===== config.mk =====
export PLATFORM = sky130hd
export DESIGN_NAME = z_ctrl
export DESIGN_NICKNAME = d
export VERILOG_FILES = /design/src/rtl/z_ctrl.sv
export SDC_FILE = /design/constraint.sdc
export NUM_CORES = 1
export LEC_CHECK = 0
export CAP_MARGIN = 20
export CORE_MARGIN = 4
export CORE_UTILIZATION = 40
export DETAILED_ROUTE_END_ITERATION = 12
export PLACE_DENSITY = 0.66
export SYNTH_ARGS = -nofsm -noshare
export SYNTH_HDL_FRONTEND = slang
export SYNTH_SLANG_ARGS = --single-unit
export TNS_END_PERCENT = 20

===== constraint.sdc =====
create_clock -name clk -period 1.7 [get_ports clk]
set_input_delay 0.255 -clock clk [delete_from_list [all_inputs] [get_ports clk]]
set_output_delay 0.255 -clock clk [all_outputs]
set_load 0.02 [all_outputs]

===== src/rtl/z_ctrl.sv =====
// z_ctrl: sequences bias load and multiply-accumulate steps for one neural-network layer over a synchronous BRAM.
// Optional macro Z_CTRL_PERF_EN enables the busy-cycle counter on cyc_cnt.
module z_ctrl #(
   parameter int AWIDTH      = 10,
   parameter int NIN         = 4,
   parameter int NNEURON     = 16,
   parameter int BIAS_BASE   = 0,
   parameter int WEIGHT_BASE = 64
) (
   input  logic              clk,
   input  logic              reset,
   input  logic              start,
   output logic [AWIDTH-1:0] addr,
   output logic [5:0]        k_idx,
   output logic              sel,
   output logic              enable_prev,
   output logic              enable_out,
   output logic              busy,
   output logic              z_valid,
   output logic [5:0]        z_idx,
   output logic              done,
   output logic [15:0]       cyc_cnt
);

   typedef enum logic [2:0] {
      S_IDLE, S_BADDR, S_BLOAD, S_MAC, S_FB, S_ZV, S_FIN
   } state_t;

   localparam logic [5:0]        NIN_LAST = 6'(NIN - 1);
   localparam logic [5:0]        NN_LAST  = 6'(NNEURON - 1);
   localparam logic [AWIDTH-1:0] BBASE    = AWIDTH'(BIAS_BASE);
   localparam logic [AWIDTH-1:0] WBASE    = AWIDTH'(WEIGHT_BASE);

   state_t            state_q, state_d;
   logic [5:0]        i_q, i_d;
   logic [5:0]        j_q, j_d;
   logic [AWIDTH-1:0] wp_q, wp_d;
   logic [AWIDTH-1:0] addr_q, addr_d;
   logic [5:0]        k_idx_q, k_idx_d;
   logic [5:0]        z_idx_q, z_idx_d;
   logic              sel_q, sel_d;
   logic              en_prev_q, en_prev_d;
   logic              en_out_q, en_out_d;
   logic              busy_q, busy_d;
   logic              z_valid_q, z_valid_d;
   logic              done_q, done_d;

   // Controls are registered: each state's outputs appear the cycle after it,
   // which lines the BRAM read data up with the matching sel/enable strobes.
   always_comb begin
      state_d   = state_q;
      i_d       = i_q;
      j_d       = j_q;
      wp_d      = wp_q;
      addr_d    = addr_q;
      k_idx_d   = k_idx_q;
      z_idx_d   = z_idx_q;
      sel_d     = 1'b0;
      en_prev_d = 1'b0;
      en_out_d  = 1'b0;
      busy_d    = 1'b0;
      z_valid_d = 1'b0;
      done_d    = 1'b0;
      unique case (state_q)
         S_IDLE: begin
            if (start) begin
               state_d = S_BADDR;
               i_d     = '0;
               j_d     = '0;
               wp_d    = WBASE;
               busy_d  = 1'b1;
            end
         end
         S_BADDR: begin
            addr_d  = BBASE + AWIDTH'(j_q);
            busy_d  = 1'b1;
            state_d = S_BLOAD;
         end
         S_BLOAD: begin
            sel_d     = 1'b1;
            en_prev_d = 1'b1;
            addr_d    = wp_q;
            busy_d    = 1'b1;
            state_d   = S_MAC;
         end
         S_MAC: begin
            en_out_d = 1'b1;
            k_idx_d  = i_q;
            busy_d   = 1'b1;
            state_d  = (i_q == NIN_LAST) ? S_ZV : S_FB;
         end
         S_FB: begin
            en_prev_d = 1'b1;
            addr_d    = wp_q + 1'b1;
            wp_d      = wp_q + 1'b1;
            i_d       = i_q + 6'd1;
            busy_d    = 1'b1;
            state_d   = S_MAC;
         end
         S_ZV: begin
            z_valid_d = 1'b1;
            z_idx_d   = j_q;
            wp_d      = wp_q + 1'b1;
            busy_d    = 1'b1;
            if (j_q == NN_LAST) begin
               state_d = S_FIN;
            end else begin
               j_d     = j_q + 6'd1;
               i_d     = '0;
               state_d = S_BADDR;
            end
         end
         S_FIN: begin
            done_d  = 1'b1;
            state_d = S_IDLE;
         end
         default: state_d = S_IDLE;
      endcase
   end

   always_ff @(posedge clk) begin
      if (!reset) begin
         state_q   <= S_IDLE;
         i_q       <= '0;
         j_q       <= '0;
         wp_q      <= '0;
         addr_q    <= '0;
         k_idx_q   <= '0;
         z_idx_q   <= '0;
         sel_q     <= 1'b0;
         en_prev_q <= 1'b0;
         en_out_q  <= 1'b0;
         busy_q    <= 1'b0;
         z_valid_q <= 1'b0;
         done_q    <= 1'b0;
      end else begin
         state_q   <= state_d;
         i_q       <= i_d;
         j_q       <= j_d;
         wp_q      <= wp_d;
         addr_q    <= addr_d;
         k_idx_q   <= k_idx_d;
         z_idx_q   <= z_idx_d;
         sel_q     <= sel_d;
         en_prev_q <= en_prev_d;
         en_out_q  <= en_out_d;
         busy_q    <= busy_d;
         z_valid_q <= z_valid_d;
         done_q    <= done_d;
      end
   end

`ifdef Z_CTRL_PERF_EN
   logic [15:0] cyc_cnt_q, cyc_cnt_d;

   always_comb begin
      cyc_cnt_d = cyc_cnt_q;
      if (state_q == S_IDLE && start) begin
         cyc_cnt_d = '0;
      end else if (busy_q && cyc_cnt_q != 16'hFFFF) begin
         cyc_cnt_d = cyc_cnt_q + 16'd1;
      end
   end

   always_ff @(posedge clk) begin
      if (!reset) cyc_cnt_q <= '0;
      else        cyc_cnt_q <= cyc_cnt_d;
   end

   assign cyc_cnt = cyc_cnt_q;
`else
   assign cyc_cnt = '0;
`endif

   assign addr        = addr_q;
   assign k_idx       = k_idx_q;
   assign sel         = sel_q;
   assign enable_prev = en_prev_q;
   assign enable_out  = en_out_q;
   assign busy        = busy_q;
   assign z_valid     = z_valid_q;
   assign z_idx       = z_idx_q;
   assign done        = done_q;

endmodule


==> impl_metrics.yaml <==
logic_synthesis:
  synth.avg_cell_area_sq_um: 8.42
  synth_cells: 317
  mappedNetlistArea_sq_mm: 0.00267
  yosys-top-cells-count: "dfxtp_1, nand2_1, a21oi_1"
  ys_seq_area_frac: 0.398
  synth_edf_count: 0
  ys_async_sr_fraction: 0
  yosys_warnings: 0
  synth_area_leaders: "dfxtp_1, buf_4, nand2_1"
  yosys.area.top_type: "dfxtp_1"
  synth_top_area_frac: 0.398
  synth_ff_type: "dfxtp_1"
  yosysMostFrequentCell: "dfxtp_1"
  synth_seq_cells: 53
  yosysUniqueCellTypes: 53
timing:
  maxSlewViolCount: 0
  setup_tns_ps: 0
  hold_viol: 0
  setup_viol: 0
  skew_ps: 9.77
  grt_setup_unrepaired: "yes"
  fmax_ghz: 0.601
  timing.final.crit_period_ps: 1660
  fin_crit_sh: 0.978
  relSlewSlack: 0.589
  worst_pin_slew_ps: 607
grt:
  grt_pass1_vias: 2141
  grt_usage: 0.157
  grt_start_max_net_pins: 42
  grt_antenna_before_repair: 0
  overflow: 0
  grt_pass1_wl_um: 9890
run:
  timing.max_cap.violations: 0
critical_path:
  cp-end-kind: "register"
  slowest_stage: "or4_4"
  crit_type: "reg -> reg"
  start_kind: "register"
  critPathMaxStageDelay_ps: 510
  cp_cell_sequence: "ha_2 > nand3_2 > or4_4 > nand3_4 > buf_4 > xor2_2 > nor2_1"
  cp.arrival_ps: 1870
  required_ps: 1910
  crit_path_max_fanout: 5
power:
  cellPowerDensity_mw_per_mm2: 815
  intPower_mw: 2.03
  combinationalPowerShare: 0.148
  leakage_nw: 1.20
  power.switching_mw: 0.685
  peakVddDrop_uv: 541
  seq_power_share: 0.482
  swShare: 0.253
  power_frac_clock: 0.370
layout:
  final_cell_area_sq_mm: 0.00332
  nets: 372
  drive_gt1_frac: 0.172
  nFillCells: 617
  syn_to_final_growth_pct: 24.6
  num_antenna_cells: 0
die:
  die_h_um: 89.7
  rows: 29
  die-area_sq_mm: 0.00804
  core_area_sq_mm: 0.00642
  initial_core_util: 0.415
  die_x_um: 89.7
  boundaryPins: 47
placed_design:
  gp_routability_congestion: 0.803
  placed_area_sq_mm: 0.00315
  place_hpwl_um: 4340
  io_buffer_count: 30
clocking:
  cts_num_sinks: 53
  cts_max_level: 2
  cts_buffers: 5
  cts_max_path_buffers: 2
  postCtsSetupBuffers: 0
  root_buffer: "clkbuf_8"
  path_clk_slew_ps: 100
  cts_tree: "yes"
  worstSkewPairLatency_ps: 300
route:
  routedWlPerCell_um: 13.2
  routed_wl_um: 5850
  routed_via_density: 5.11
  firstDrtPassIters: 4
  ant_nets: 0
  vias: 2271
  drt_iter0_drc: 113
  drc: 0
min_path:
  hold_path.class: "reg -> reg"
run_status:
  outcome: "finished clean"
==> final timing paths <==
kind | start | endpoint | slack (ps) | cells past startpoint
setup / recovery | j_q[0] | i_q[2] | 40 | 7
setup reg to reg | j_q[0] | i_q[2] | 40 | 7
hold / removal | z_idx[4] | z_idx[4] | 460 | 2
hold reg to reg | z_idx[4] | z_idx[4] | 460 | 2
==> per-layer routing <==
metal | GRT usage | up-vias | part of all wire
met5 | 0 | - | 0
met2 | 0.257 | 41 | 0.46
li1 | - | 1171 | -
met3 | 0.0292 | 7 | 0.040
met1 | 0.209 | 1052 | 0.49
met4 | 0.0514 | 0 | 0.010
==> layout make-up <==
type                       count  area [sq um]  share of cell area
multi-input combinational    239          1460               0.439
sequential                    53          1070               0.321
timing repair buffer          60           542               0.163
tap                           77          96.3              0.0290
clock buffer                   5          68.8              0.0207
clock inverter                 3          65.1              0.0196
inverter                       7          26.3             0.00790
==> worst max-delay path: cells and delay by family, from the launching register on <==
kind | cells | cell delay (ps)
buf+inv | 1 | 130
fa+ha+maj | 1 | 190
flops | 1 | 340
xor+xnor | 1 | 130
simple gates | 4 | 790
==> power groups by stage <==
| stage | clock network (mW) | registers (mW) | logic (mW) |
|---|---|---|---|
| 5_1_grt | 1.09 | 1.31 | 0.443 |
| 2_1_floorplan | 0 | 1.36 | 0.253 |
| 6_report | 1.00 | 1.31 | 0.402 |
| 3_5_place_dp | 0 | 1.33 | 0.389 |
| 4_1_cts | 1.03 | 1.30 | 0.393 |
| 3_3_place_gp | 0 | 1.33 | 0.383 |
==> through the flow <==
step / utilization / hold slack [ps] / cells / setup slack (ps) / total power, mW
global route: 0.518 / 488 / 444 / -31.7 / 2.85
CTS: 0.513 / 469 / 444 / 18.6 / 2.73
finish: 0.518 / 465 / 444 / 36.9 / 2.71
floorplan: - / 462 / 332 / 24.1 / 1.61
global placement: 0.491 / 450 / 436 / -79.8 / 1.72
detailed placement: 0.491 / 455 / 436 / -95.7 / 1.72
==> state kept, by name, indices dropped and copies added, names as in the netlist <==
name         count
addr            10
busy             1
done             1
enable_out       1
enable_prev      1
i_q              6
j_q              6
k_idx            6
sel              1
state_q          3
wp_q            10
z_idx            6
z_valid          1
==> what timing repair did <==
item / in CTS / in global routing
hold buffers: 0 / 0
endpoints found under the setup margin: 5 / 24
pin swaps: 1 / 1
resized for setup: 2 / 12
hold endpoints to repair: 0 / 0
==> cell usage in the layout, fill, tap and decap left out, types with 4 or more instances in the layout <==
| cell type | count |
|---|---|
| dfxtp_1 | 49 |
| nand2_1 | 36 |
| clkdlybuf4s50_1 | 30 |
| buf_4 | 28 |
| a21oi_1 | 22 |
| nor2_1 | 20 |
| o21ai_0 | 17 |
| conb_1 | 16 |
| nand3_1 | 14 |
| nor2b_1 | 14 |
| a21boi_0 | 12 |
| inv_1 | 7 |
| xnor2_1 | 6 |
| clkbuf_8 | 5 |
| and3_1 | 4 |
| o211ai_1 | 4 |
| a22oi_1 | 4 |
| maj3_1 | 4 |
| xor2_1 | 4 |
| dfxtp_2 | 4 |
==> kinds of logic after synthesis <==
group | after synthesis | synth area share
fa+ha+maj | 7 | 0.0291
compound gates | 83 | 0.200
flops | 53 | 0.398
simple gates | 122 | 0.246
other cells | 1 | 0.00141
buf+inv | 40 | 0.0872
xor+xnor | 11 | 0.0389
Note: power is estimated with default switching activity, not from simulation.
